`src/rtl/stopwatch_display_pkg.sv`:
```
// Shared constants for the stopwatch display slice: field/digit counts,
// internal digit codes, active-low segment patterns and the converter
// state type.
package stopwatch_pkg;

    localparam int NUM_FIELDS = 5;
    localparam int NUM_DIGITS = 10;

    // Field index value meaning "frame complete, waiting for frame_start".
    localparam logic [2:0] FIELD_DONE = 3'(NUM_FIELDS);
    localparam logic [2:0] LAST_FIELD = 3'(NUM_FIELDS - 1);

    // Digit codes 0..9 are plain BCD; two extra codes for non-numeric glyphs.
    localparam logic [3:0] DIG_DASH  = 4'd10;
    localparam logic [3:0] DIG_BLANK = 4'd11;

    // Segment patterns {g,f,e,d,c,b,a}, active-low.
    localparam logic [6:0] SEG_0     = 7'h40;
    localparam logic [6:0] SEG_1     = 7'h79;
    localparam logic [6:0] SEG_2     = 7'h24;
    localparam logic [6:0] SEG_3     = 7'h30;
    localparam logic [6:0] SEG_4     = 7'h19;
    localparam logic [6:0] SEG_5     = 7'h12;
    localparam logic [6:0] SEG_6     = 7'h02;
    localparam logic [6:0] SEG_7     = 7'h78;
    localparam logic [6:0] SEG_8     = 7'h00;
    localparam logic [6:0] SEG_9     = 7'h10;
    localparam logic [6:0] SEG_DASH  = 7'h3F;
    localparam logic [6:0] SEG_BLANK = 7'h7F;

    typedef enum logic [1:0] {
        CS_IDLE  = 2'd0,
        CS_CONV  = 2'd1,
        CS_WRITE = 2'd2
    } conv_state_t;

    function automatic logic [6:0] seg_decode(input logic [3:0] code);
        case (code)
            4'd0:     return SEG_0;
            4'd1:     return SEG_1;
            4'd2:     return SEG_2;
            4'd3:     return SEG_3;
            4'd4:     return SEG_4;
            4'd5:     return SEG_5;
            4'd6:     return SEG_6;
            4'd7:     return SEG_7;
            4'd8:     return SEG_8;
            4'd9:     return SEG_9;
            DIG_DASH: return SEG_DASH;
            default:  return SEG_BLANK;
        endcase
    endfunction

endpackage

```
`src/rtl/stopwatch_display_if.sv`:
```
// Field stream from the time transmitter.
//   din         : binary field value
//   din_valid   : one-cycle strobe qualifying din
//   frame_start : with din_valid, marks din as field 0
interface stopwatch_display_if;
    logic [6:0] din;
    logic       din_valid;
    logic       frame_start;

    modport master (output din, output din_valid, output frame_start);
    modport slave  (input  din, input  din_valid, input  frame_start);
endinterface

```
`src/rtl/stopwatch_display_bin2bcd.sv`:
```
// Iterative binary-to-two-digit converter (subtract 10 per cycle).
//   start_i/value_i : load a value (accepted only in IDLE)
//   busy_o          : high while not IDLE
//   done_o          : high for the WRITE cycle; ones_o/tens_o valid then
// Values above 99 produce DASH in both digits after a single CONV cycle.
//
// state    | meaning
// ---------+-----------------------------------------------
// CS_IDLE  | waiting for start_i
// CS_CONV  | remainder >= 10: subtract 10, count a ten
// CS_WRITE | result valid for one cycle, then back to IDLE
module bin2bcd_seq
    import stopwatch_pkg::*;
(
    input  logic       clk,
    input  logic       reset,
    input  logic       start_i,
    input  logic [6:0] value_i,
    output logic       busy_o,
    output logic       done_o,
    output logic [3:0] ones_o,
    output logic [3:0] tens_o
);

    conv_state_t state_q, state_d;
    logic [6:0]  rem_q, rem_d;
    logic [3:0]  tens_q, tens_d;
    logic        dash_q, dash_d;

    always_comb begin
        state_d = state_q;
        rem_d   = rem_q;
        tens_d  = tens_q;
        dash_d  = dash_q;
        case (state_q)
            CS_IDLE: begin
                if (start_i) begin
                    state_d = CS_CONV;
                    rem_d   = value_i;
                    tens_d  = 4'd0;
                    dash_d  = (value_i > 7'd99);
                end
            end
            CS_CONV: begin
                if (dash_q || (rem_q < 7'd10)) begin
                    state_d = CS_WRITE;
                end else begin
                    rem_d  = rem_q - 7'd10;
                    tens_d = tens_q + 4'd1;
                end
            end
            CS_WRITE: state_d = CS_IDLE;
            default:  state_d = CS_IDLE;
        endcase
    end

    always_ff @(posedge clk or negedge reset) begin
        if (!reset) begin
            state_q <= CS_IDLE;
            rem_q   <= '0;
            tens_q  <= '0;
            dash_q  <= 1'b0;
        end else begin
            state_q <= state_d;
            rem_q   <= rem_d;
            tens_q  <= tens_d;
            dash_q  <= dash_d;
        end
    end

    assign busy_o = (state_q != CS_IDLE);
    assign done_o = (state_q == CS_WRITE);
    assign ones_o = dash_q ? DIG_DASH : rem_q[3:0];
    assign tens_o = dash_q ? DIG_DASH : tens_q;

endmodule

```
`src/rtl/stopwatch_display.sv`:
```
// Stopwatch display: converts a 5-field time frame to BCD into a shadow
// buffer, commits a complete frame atomically, and multiplexes 10 digits.
//   clk, reset   : clock, async active-low reset
//   bus          : field stream (din, din_valid, frame_start)
//   seg, dp      : active-low segments {g..a} and decimal point
//   dig_en       : one-hot active-low digit select
//   busy         : converter not IDLE
//   overrun      : sticky, a strobe arrived while busy
//   frame_err    : one-cycle pulse on protocol or range error
module stopwatch_display
    import stopwatch_pkg::*;
#(
    parameter int SCAN_DIV      = 7374,
    parameter bit BLANK_DY_TENS = 1'b1
) (
    input  logic               clk,
    input  logic               reset,
    stopwatch_display_if.slave bus,
    output logic [6:0]         seg,
    output logic               dp,
    output logic [9:0]         dig_en,
    output logic               busy,
    output logic               overrun,
    output logic               frame_err
);

    localparam int DIV_W = (SCAN_DIV > 1) ? $clog2(SCAN_DIV) : 1;

    logic       conv_busy, conv_done;
    logic [3:0] conv_ones, conv_tens;
    logic       accept, drop_busy, drop_done;

    logic [2:0] field_q, field_d;
    logic [2:0] cur_field_q;
    logic       commit_q;
    logic       overrun_q, frame_err_q;
    logic [3:0] shadow_q [NUM_DIGITS];
    logic [3:0] disp_q   [NUM_DIGITS];
    logic [3:0] wr_idx;

    logic [DIV_W-1:0] div_q;
    logic [3:0]       digit_q;
    logic             scan_tc;
    logic [3:0]       cur_code;
    logic [6:0]       seg_q;
    logic             dp_q;
    logic [9:0]       dig_en_q;

    bin2bcd_seq u_conv (
        .clk     (clk),
        .reset   (reset),
        .start_i (accept),
        .value_i (bus.din),
        .busy_o  (conv_busy),
        .done_o  (conv_done),
        .ones_o  (conv_ones),
        .tens_o  (conv_tens)
    );

    // A strobe while busy is an overrun; a non-start strobe after field 4
    // is a protocol error. Neither advances the field index.
    assign drop_busy = bus.din_valid && conv_busy;
    assign drop_done = bus.din_valid && !conv_busy && !bus.frame_start
                       && (field_q == FIELD_DONE);
    assign accept    = bus.din_valid && !conv_busy && !drop_done;
    assign field_d   = bus.frame_start ? 3'd1 : field_q + 3'd1;
    assign wr_idx    = {cur_field_q, 1'b0};

    always_ff @(posedge clk or negedge reset) begin
        if (!reset) begin
            field_q     <= FIELD_DONE;
            cur_field_q <= '0;
            commit_q    <= 1'b0;
            overrun_q   <= 1'b0;
            frame_err_q <= 1'b0;
            for (int i = 0; i < NUM_DIGITS; i++) begin
                shadow_q[i] <= '0;
                disp_q[i]   <= '0;
            end
        end else begin
            frame_err_q <= drop_done || (accept && (bus.din > 7'd99));
            overrun_q   <= overrun_q || drop_busy;
            if (accept) begin
                field_q     <= field_d;
                cur_field_q <= bus.frame_start ? 3'd0 : field_q;
            end
            // A mid-frame restart simply overwrites the shadow; only a
            // finished field 4 ever reaches the display buffer.
            if (conv_done) begin
                shadow_q[wr_idx]        <= conv_ones;
                shadow_q[wr_idx + 4'd1] <= conv_tens;
            end
            commit_q <= conv_done && (cur_field_q == LAST_FIELD);
            if (commit_q) begin
                for (int i = 0; i < NUM_DIGITS; i++) disp_q[i] <= shadow_q[i];
            end
        end
    end

    assign scan_tc = (div_q == DIV_W'(SCAN_DIV - 1));

    always_ff @(posedge clk or negedge reset) begin
        if (!reset) begin
            div_q   <= '0;
            digit_q <= '0;
        end else begin
            div_q <= scan_tc ? '0 : div_q + 1'b1;
            if (scan_tc) digit_q <= (digit_q == 4'd9) ? 4'd0 : digit_q + 4'd1;
        end
    end

    always_comb begin
        cur_code = disp_q[digit_q];
        if (BLANK_DY_TENS && (digit_q == 4'd9) && (cur_code == 4'd0)) cur_code = DIG_BLANK;
    end

    // Outputs are built from registered digit index and buffer together, so
    // a commit landing on a scan advance shows new data on the new digit.
    always_ff @(posedge clk or negedge reset) begin
        if (!reset) begin
            seg_q    <= SEG_BLANK;
            dp_q     <= 1'b1;
            dig_en_q <= '1;
        end else begin
            seg_q    <= seg_decode(cur_code);
            dp_q     <= !((digit_q != 4'd0) && !digit_q[0]);
            dig_en_q <= ~(10'd1 << digit_q);
        end
    end

    assign seg       = seg_q;
    assign dp        = dp_q;
    assign dig_en    = dig_en_q;
    assign busy      = conv_busy;
    assign overrun   = overrun_q;
    assign frame_err = frame_err_q;

endmodule

```
`src/flat_wrapper.sv`:
```
// flat-port wrapper written by rule: the top's interface ports become plain ports
module stopwatch_display_flat import stopwatch_pkg::*;
#(
    parameter int SCAN_DIV      = 7374,
    parameter bit BLANK_DY_TENS = 1'b1
)
  (clk, reset, seg, dp, dig_en, busy, overrun, frame_err, bus_din, bus_din_valid, bus_frame_start);
  stopwatch_display_if bus_i ();
  input  logic clk;
  input  logic reset;
  output logic [6:0] seg;
  output logic dp;
  output logic [9:0] dig_en;
  output logic busy;
  output logic overrun;
  output logic frame_err;
  input wire logic [$bits(bus_i.din)-1:0] bus_din;
  input wire logic [$bits(bus_i.din_valid)-1:0] bus_din_valid;
  input wire logic [$bits(bus_i.frame_start)-1:0] bus_frame_start;
  assign bus_i.din = bus_din;
  assign bus_i.din_valid = bus_din_valid;
  assign bus_i.frame_start = bus_frame_start;
  stopwatch_display #(.SCAN_DIV(SCAN_DIV), .BLANK_DY_TENS(BLANK_DY_TENS)) u_core (.clk(clk), .reset(reset), .bus(bus_i), .seg(seg), .dp(dp), .dig_en(dig_en), .busy(busy), .overrun(overrun), .frame_err(frame_err));
endmodule
```
`config.mk`:
```
export PLATFORM = sky130hd
export DESIGN_NAME = stopwatch_display_flat
export DESIGN_NICKNAME = d
export VERILOG_FILES = /design/src/rtl/stopwatch_display_pkg.sv /design/src/rtl/stopwatch_display_if.sv /design/src/rtl/stopwatch_display_bin2bcd.sv /design/src/rtl/stopwatch_display.sv /design/src/flat_wrapper.sv
export SDC_FILE = /design/constraint.sdc
export NUM_CORES = 1
export LEC_CHECK = 0
export BUFFER_PORTS_ARGS = -buffer_cell sky130_fd_sc_hd__buf_2
export CORE_AREA = 2 2 103 105
export CTS_BUF_LIST = sky130_fd_sc_hd__clkbuf_4
export DETAILED_ROUTE_END_ITERATION = 6
export DIE_AREA = 0 0 105 107
export PLACE_DENSITY = 0.77
export SYNTH_ARGS = -nofsm -noshare
export SYNTH_HDL_FRONTEND = slang
export SYNTH_HIERARCHICAL = 1
export SYNTH_SLANG_ARGS = --single-unit
```
`constraint.sdc`:
```
create_clock -name clk -period 3.1 [get_ports clk]
set_input_delay 0.62 -clock clk [delete_from_list [all_inputs] [get_ports clk]]
set_output_delay 0.62 -clock clk [all_outputs]
set_load 0.01 [all_outputs]
```
==> results of run 1 <==
## logic make-up after synthesis
group | share of synthesized area
buffers and inverters | 0.0222
multiplexers | 0.185
AO/OA/AOI/OAI | 0.0679
flip-flops | 0.560
XOR/XNOR | 0.0155
AND/OR/NAND/NOR | 0.127
adder cells (fa/ha/maj) | 0.0222
## cell type report
class                           instances  share of cell area
Sequential cell                       138               0.511
Antenna cell                            1            0.000368
Clock inverter                         14              0.0200
Clock buffer                           17              0.0187
Multi-Input combinational cell        322               0.381
Inverter                               13             0.00717
Tap cell                              136              0.0250
Timing Repair Buffer                   43              0.0369
## path summary, 6_finish.rpt
kind | start | end
max | u_core/digit_q[0] | u_core/seg[3]
min | reset | u_core/disp_q[27]
max reg2reg | u_core/digit_q[0] | u_core/seg[3]
min reg2reg | u_core/u_conv/tens_q[3] | u_core/u_conv/tens_q[3]
max in group asynchronous | reset | u_core/disp_q[30]
min in group clk | bus_din_valid | u_core/overrun
## power breakdown
group	leakage (nW)	switching, mW	internal (mW)	total, mW
combinational	1.21	0.703	0.685	1.39
clock	0.147	0.585	0.531	1.12
sequential	1.78	0.314	2.29	2.61
total	3.14	1.60	3.51	5.11
## metal layers
layer	vias to the layer above	GRT usage	wire [um]
met3	22	0.0553	441
met5	-	0	0
met2	94	0.359	5610
met4	0	0.0914	269
li1	1840	-	-
met1	1974	0.301	5240
## state kept, by name, summed over array words and instances, names as in the netlist
signal                 cells
u_core/u_conv/rem_q        7
u_core/u_conv/dash_q       1
u_core/dp                  1
u_core/shadow_q           40
u_core/frame_err           1
u_core/digit_q             4
u_core/commit_q            1
u_core/cur_field_q         3
u_core/disp_q             40
u_core/seg                 7
u_core/u_conv/state_q      2
u_core/overrun             1
u_core/dig_en             10
u_core/u_conv/tens_q       4
u_core/div_q              13
u_core/field_q             3
## placed cells by master, fill, tap and decap left out, types with 4 or more instances in the layout
| cell type | Yosys | final |
|---|---|---|
| sky130_fd_sc_hd__dfrtp_1 | 118 | 118 |
| sky130_fd_sc_hd__mux2_2 | 81 | 81 |
| sky130_fd_sc_hd__nor2_1 | 31 | 31 |
| sky130_fd_sc_hd__buf_2 | 5 | 30 |
| sky130_fd_sc_hd__nand2_1 | 29 | 29 |
| sky130_fd_sc_hd__mux2i_1 | 20 | 20 |
| sky130_fd_sc_hd__dfstp_2 | 20 | 20 |
| sky130_fd_sc_hd__clkbuf_4 | 0 | 17 |
| sky130_fd_sc_hd__a21oi_1 | 13 | 13 |
| sky130_fd_sc_hd__inv_1 | 12 | 12 |
| sky130_fd_sc_hd__buf_4 | 0 | 12 |
| sky130_fd_sc_hd__o21ai_0 | 11 | 11 |
| sky130_fd_sc_hd__nor3_1 | 11 | 11 |
| sky130_fd_sc_hd__ha_1 | 11 | 11 |
| sky130_fd_sc_hd__nand2b_1 | 10 | 10 |
| sky130_fd_sc_hd__or2_2 | 10 | 10 |
| sky130_fd_sc_hd__clkinv_1 | 1 | 8 |
| sky130_fd_sc_hd__xnor2_1 | 8 | 8 |
| sky130_fd_sc_hd__nor2b_1 | 8 | 8 |
| sky130_fd_sc_hd__nand3_1 | 5 | 5 |
| sky130_fd_sc_hd__o22ai_1 | 5 | 5 |
| sky130_fd_sc_hd__nand3b_1 | 5 | 5 |
| sky130_fd_sc_hd__clkinv_2 | 0 | 4 |
| sky130_fd_sc_hd__a21o_1 | 4 | 4 |
## through the flow
stage | power, mW | setup WS [ns] | hold slack [ns] | instance area [um2] | cells
2_1_floorplan | 3.60 | 0.661 | 0.324 | 6210 | 491
3_3_place_gp | 3.93 | 0.592 | 0.434 | 6540 | 652
3_5_place_dp | 4.03 | 0.505 | 0.463 | 6540 | 652
4_1_cts | 5.16 | 0.500 | 0.0330 | 6800 | 683
5_1_grt | 5.45 | 0.292 | 0.0787 | 6810 | 684
6_report | 5.11 | 0.498 | 0.0732 | 6810 | 684
## critical path, stage by stage (launching register included)
cell and delay, ns:
sky130_fd_sc_hd__dfrtp_1 0.64, sky130_fd_sc_hd__buf_4 0.32, sky130_fd_sc_hd__mux2i_1 0.22, sky130_fd_sc_hd__nor3_1 0.06, sky130_fd_sc_hd__a211o_2 0.41, sky130_fd_sc_hd__a31o_2 0.26
sky130_fd_sc_hd__ha_1 0.32, sky130_fd_sc_hd__nor3_1 0.24, sky130_fd_sc_hd__a211oi_2 0.07
==> impl_summary.txt, run 1 <==
----------------------------------------------------
[CTS]
  Clk pin slew, worst setup/hold paths ... 0.11 ns
  H-tree levels ... 4
  Root buffer cell ... sky130_fd_sc_hd__clkbuf_4
  Buffers inserted by post-CTS timing repair ... 0
  CTS hold repair buffers ... 0
  Clock net sink count ... roughly 140
  Clock tree from TritonCTS ... done
  Total of cells resized after clock tree synthesis ... 0
  Largest buffer count on any clock path ... 2
  Clock latency at the later pin of the worst-skew pair ... 0.51 ns
  TritonCTS buffer count ... 17

[GRT]
  First-pass GRT wire length ... 19700 um
  Remaining Overflow, GRT ... 0
  Number of antenna violations at the first check in global routing ... 1
  Vias in the first global route ... between 4000 and 5000
  Largest net degree at the start of global routing ... 65
  Global router's overall resource usage ... 0.226

[Place]
  Final GP Congestion ... 0.919
  Post-DP HPWL ... ~8000 um
  Input/output buffers ... 31

[Critical path]
  Highest fanout seen on the critical path ... 11
  Worst Reg-to-Reg Cells ... 8
  Data arrival, critical path ... 3.05 ns
  Critical path data required time ... around 3.6 ns
  Type of the setup path with the least slack ... reg2reg
  Register-to-register setup slack ... ~0.5 ns
  Crit start category ... register
  Critical Path End Type ... register

[Routing]
  Drc violations ... 0
  DRC violation total after the first TritonRoute iteration ... 155
  Vias after detailed routing ... ~3900
  Total routed wirelength ... 11600 um
  Wire per inst ... 16.9 um
  Routed vias/inst ... 5.75
  Drt first pass iters ... 4
  Number of nets with antenna violations after detailed routing ... 0

[Synth]
  Average cell area after synthesis ... 12.6 um2
  Commonest cells in the synthesized netlist ... 118 x sky130_fd_sc_hd__dfrtp_1, 81 x sky130_fd_sc_hd__mux2_2, 31 x sky130_fd_sc_hd__nor2_1
  Number of enable-type register cells in the synthesized netlist ... 0
  Async set-or-reset flop fraction in the synthesized netlist ... 1.00
  Seq/Total Area, Yosys ... 0.560
  Library cell with the largest summed area after synthesis ... sky130_fd_sc_hd__dfrtp_1
  Most numerous cell in the Yosys netlist ... sky130_fd_sc_hd__dfrtp_1
  Total of flip-flops plus latches after synthesis ... 138
  Nets in the synthesized netlist ... 513
  Main area contributors after synthesis ... sky130_fd_sc_hd__dfrtp_1 48%, sky130_fd_sc_hd__mux2_2 15%, sky130_fd_sc_hd__dfstp_2 8.5%, sky130_fd_sc_hd__mux2i_1 3.2%, sky130_fd_sc_hd__ha_1 2.2%
  Cells after Synth ... 491
  Synthesis warning total ... 6
  Library cells used by synthesis ... 67
  Area of the mapped netlist ... 0.00621 mm2
  Flip-flop cell with the highest count after synthesis ... sky130_fd_sc_hd__dfrtp_1
  Area share of the leading cell type in the synthesized netlist ... 0.476

[Outcome]
  Status ... complete, no violations

[STA]
  Count of final setup violators ... 0
  Clock skew ... 0.0159 ns
  Period utilization ... 0.839
  Total count of max-transition violations in the final report ... 0
  Hold Fails Final Rpt ... 0
  Measured slew at the worst slew-check pin ... 0.914 ns
  Unrepaired setup endpoints after global routing ... false
  Aggregate negative setup slack ... 0 ns
  Maximum clock frequency ... about 0.38 GHz
  Post-layout minimum cycle time ... approximately 2.6 ns
  Worst slew margin ... 0.388

[Cells and area]
  Multi-input gate area in the final layout ... 0.00259 mm2
  Final-stage net count ... 557
  Total area of sequential cells ... 0.00348 mm2
  Layout cell share with drive strength beyond 1 ... 0.366
  Final core occ ... 0.674
  FILL cells ... 747
  Area overhead of the layout relative to synthesis ... 9.66%

[Floorplan]
  Core Footprint ... 0.0101 mm2
  Initial cell density of the core ... 0.615
  Number of top-level design ports ... 32
  Die height ... 107 um
  Full die area ... between 0.01 and 0.015 mm2
  Die W ... approximately 110 um
  Number of cell rows ... 37

[Hold path]
  Min-Delay Path Class ... in2async

[Power]
  Worst vdd rail ir drop ... 0.455 mV
  Total power divided by cell area ... approximately 750 mW/mm2
  Leakage power ... 3.14 nW

[Run]
  Max Cap Violations ... 0

----------------------------------------------------
Note: power is estimated with default switching activity, not from simulation.
==> inputs of run 2 (changes only) <==
--- a/config.mk
+++ b/config.mk
@@ -6,11 +6,11 @@
 export NUM_CORES = 1
 export LEC_CHECK = 0
 export BUFFER_PORTS_ARGS = -buffer_cell sky130_fd_sc_hd__buf_2
-export CORE_AREA = 2 2 103 105
+export CORE_AREA = 2 2 108 110
 export CTS_BUF_LIST = sky130_fd_sc_hd__clkbuf_4
 export DETAILED_ROUTE_END_ITERATION = 6
-export DIE_AREA = 0 0 105 107
-export PLACE_DENSITY = 0.77
+export DIE_AREA = 0 0 110 112
+export PLACE_DENSITY = 0.74
 export SYNTH_ARGS = -nofsm -noshare
 export SYNTH_HDL_FRONTEND = slang
 export SYNTH_HIERARCHICAL = 1
==> constraint.sdc (replaced) <==
create_clock -name clk -period 2.09 [get_ports clk]
set_input_delay 0.418 -clock clk [delete_from_list [all_inputs] [get_ports clk]]
set_output_delay 0.418 -clock clk [all_outputs]
set_load 0.01 [all_outputs]
==> impl_summary.txt, run 2 (same netlist as run 1, synthesis figures left out) <==
----------------------------------------------------
[CTS]
  Clock latency at the later pin of the worst-skew pair ... 0.55 ns (+0.04 ns)
  Clock tree from TritonCTS ... done
  H-tree levels ... 4 (unchanged)
  TritonCTS buffer count ... 17 (unchanged)
  Clk pin slew, worst setup/hold paths ... 0.12 ns (about the same)
  Largest buffer count on any clock path ... 2 (unchanged)
  Root buffer cell ... sky130_fd_sc_hd__clkbuf_4
  Clock net sink count ... 138 (unchanged)

[Routing]
  Drc violations ... 0 (unchanged)
  Routed vias/inst ... 5.57 (-3.0%)
  Drt first pass iters ... 4 (unchanged)
  DRC violation total after the first TritonRoute iteration ... 244 (+57%)
  Vias after detailed routing ... 4047 (+3.0%)
  Wire per inst ... 17.0 um (+0.39%)
  Total routed wirelength ... 12300 um (+6.6%)
  Number of nets with antenna violations after detailed routing ... 0 (unchanged)

[Hold path]
  Min-Delay Path Class ... in2reg
  Hold Path Cell Cnt ... 3
  WHS Endpoint ... u_core/u_conv/rem_q[0]
  Worst min-delay path startpoint ... bus_din[0]

[STA]
  Period utilization ... 1.06 (+0.221)
  Setup slack of the critical path after layout ... -0.125 ns (-0.623 ns)
  Unrepaired setup endpoints after global routing ... true
  Worst slew margin ... 0.656 (+0.268)
  Hold Fails Final Rpt ... 0 (unchanged)
  Maximum clock frequency ... 0.451 GHz (+17%)
  Clock skew ... 0.0206 ns (+0.00476 ns)
  Count of final setup violators ... 5 (+5)
  Measured slew at the worst slew-check pin ... 0.513 ns (-0.402 ns)
  Post-layout minimum cycle time ... 2.22 ns (-0.387 ns)
  Total count of max-transition violations in the final report ... 0 (unchanged)

[GRT]
  First-pass GRT wire length ... 20900 um (+6.0%)
  Vias in the first global route ... 4187 (+3.5%)
  Remaining Overflow, GRT ... 0 (unchanged)
  Number of antenna violations at the first check in global routing ... 0 (-1)
  Global router's overall resource usage ... 0.223 (-0.00322)
  Largest net degree at the start of global routing ... 45 (-31%)

[Cells and area]
  Largest registers ... u_core/disp_q: 40 flops, u_core/shadow_q: 40 flops, u_core/div_q: 13 flops
  Number of diodes added for antenna fixing ... 0 (-1)
  FILL cells ... 824 (+10%)
  Final-stage net count ... 592 (+6.3%)
  Commonest cells after routing, fill and taps aside ... 115 x sky130_fd_sc_hd__dfrtp_1, 81 x sky130_fd_sc_hd__mux2_2, 41 x sky130_fd_sc_hd__buf_4, 30 x sky130_fd_sc_hd__buf_2, 29 x sky130_fd_sc_hd__nor2_1
  Cell area after layout ... 0.00735 mm2 (+8.0%)
  Area overhead of the layout relative to synthesis ... 18.4%
  Layout cell share with drive strength beyond 1 ... 0.461 (+0.0958)
  Commonest non-fill, non-tap cell in the layout ... sky130_fd_sc_hd__dfrtp_1

[Critical path]
  Register-to-register setup slack ... -0.13 ns (-0.62 ns)
  Worst reg2reg startpoint ... u_core/digit_q[0]
  End of the worst register-to-register path ... u_core/seg[6]
  Critical path data required time ... 2.57 ns (-0.98 ns)
  Crit start category ... register
  Ordered list of cells on the worst path ... buf_12, buf_4, mux2i_4, o22ai_4, nor4_4, buf_4, a31o_4, ha_2, inv_2, nor2_1, o31a_1
  Highest fanout seen on the critical path ... 5 (-6)
  Most repeated library cell on the critical path ... sky130_fd_sc_hd__buf_4
  Crit-path max cell delay ... 0.47 ns (-0.17 ns)
  Worst path slowest cell ... sky130_fd_sc_hd__dfrtp_2
  Type of the setup path with the least slack ... reg2reg
  Critical Path End Type ... register
  Worst Reg-to-Reg Cells ... 11 (+3)
  Data arrival, critical path ... 2.69 ns (-0.36 ns)

[Place]
  Input/output buffers ... 31 (unchanged)
  Placed inst area ... 0.00690 mm2 (+5.5%)
  Final GP Congestion ... 0.882 (-4.0%)
  Post-place setup slack ... -0.207 ns (-0.712 ns)
  Post-DP HPWL ... 8750 um (+8.0%)

[Floorplan]
  Number of cell rows ... 39 (+5.4%)
  Initial cell density of the core ... 0.555 (-0.0596)
  Die height ... 112 um (+4.7%)
  Full die area ... 0.0123 mm2 (+9.7%)
  Die W ... 110 um (+4.8%)
  Core Footprint ... 0.0112 mm2 (+11%)
  Number of top-level design ports ... 32 (unchanged)

[Outcome]
  Status ... finished, violations left
  Violations in the final reports ... setup timing

[Power]
  Total power divided by cell area ... 1120 mW/mm2 (+49%)
  Leakage power ... 3.38 nW (+7.4%)
  Worst vdd rail ir drop ... 0.784 mV (+72%)

[Run]
  Max Cap Violations ... 0 (unchanged)

----------------------------------------------------
==> run 2: cell types whose count changed in the layout (fill, tap and decap cells not counted), moves of 3 or more <==
cell | before | now
sky130_fd_sc_hd__buf_4 | 12 | 41
sky130_fd_sc_hd__dfrtp_2 | 0 | 3
sky130_fd_sc_hd__nor3_1 | 11 | 8
sky130_fd_sc_hd__nand2_2 | 0 | 3
sky130_fd_sc_hd__clkinv_1 | 8 | 1
sky130_fd_sc_hd__mux2i_1 | 20 | 17
sky130_fd_sc_hd__clkinvlp_4 | 0 | 3
sky130_fd_sc_hd__buf_12 | 0 | 3
sky130_fd_sc_hd__nor3_2 | 2 | 5
sky130_fd_sc_hd__dfrtp_1 | 118 | 115
sky130_fd_sc_hd__nand2_1 | 29 | 26
==> run 2: area by class of cell <==
| cell class | count | area (um2) | share of cell area |
|---|---|---|---|
| clock buffer | 17 | 128 | 0.0174 |
| clock inverter | 15 | 198 | 0.0269 |
| inverter | 13 | 48.8 | 0.00664 |
| multi-input combinational | 322 | 2750 | 0.374 |
| sequential | 138 | 3480 | 0.474 |
| tap | 143 | 179 | 0.0243 |
| timing repair buffer | 78 | 566 | 0.0770 |
==> run 2: through the flow <==
step	util	hold slack [ns]	power (mW)	TNS, ns	cells
6_report	0.658	0.0560	8.23	-0.451	726
5_1_grt	0.658	0.0168	8.75	-1.15	726
2_1_floorplan	-	0.122	5.43	-0.558	491
3_3_place_gp	0.618	0.310	6.08	-0.289	687
4_1_cts	0.653	0.0256	8.19	-0.471	723
3_5_place_dp	0.618	0.306	6.22	-0.922	687
==> run 2: worst max-delay path by stage <==
stage,cells past startpoint,start,endpoint
6_report,11,u_core/digit_q[0],u_core/seg[6]
5_1_grt,9,u_core/digit_q[0],u_core/seg[1]
4_1_cts,8,u_core/digit_q[0],u_core/seg[1]
3_5_place_dp,8,u_core/digit_q[0],u_core/seg[3]
3_3_place_gp,8,u_core/digit_q[0],u_core/seg[1]
2_1_floorplan,10,u_core/digit_q[0],u_core/seg[1]
==> run 2: worst max-delay path: cells and delay by family, from the launching register on <==
kind	cells	cell delay, ns
flip-flops	1	0.47
AO/OA/AOI/OAI	3	0.69
multiplexers	1	0.18
AND/OR/NAND/NOR	2	0.11
adder cells (fa/ha/maj)	1	0.19
buffers and inverters	4	0.50
==> run 2: metal layers <==
metal / global-route usage / up-vias / share of wire
met5: 0 / - / 0
met4: 0.0827 / 0 / 0.018
met3: 0.0574 / 19 / 0.038
met2: 0.348 / 77 / 0.50
met1: 0.300 / 2041 / 0.44
li1: - / 1910 / -
==> run 2: report_power, final <==
group | leakage [nW] | switching (mW) | internal (mW)
clock network | 0.168 | 0.990 | 0.949
registers | 1.78 | 0.462 | 3.40
logic | 1.43 | 1.19 | 1.24
total | 3.38 | 2.64 | 5.59
==> run 2: what timing repair did <==
item | in CTS | in global routing
hold buffers | 1 | 0
endpoints found under the setup margin | 7 | 14
pin swaps | 7 | 9
setup buffers | 4 | 3
gates resized for setup | 10 | 10
hold endpoints to repair | 25 | 0
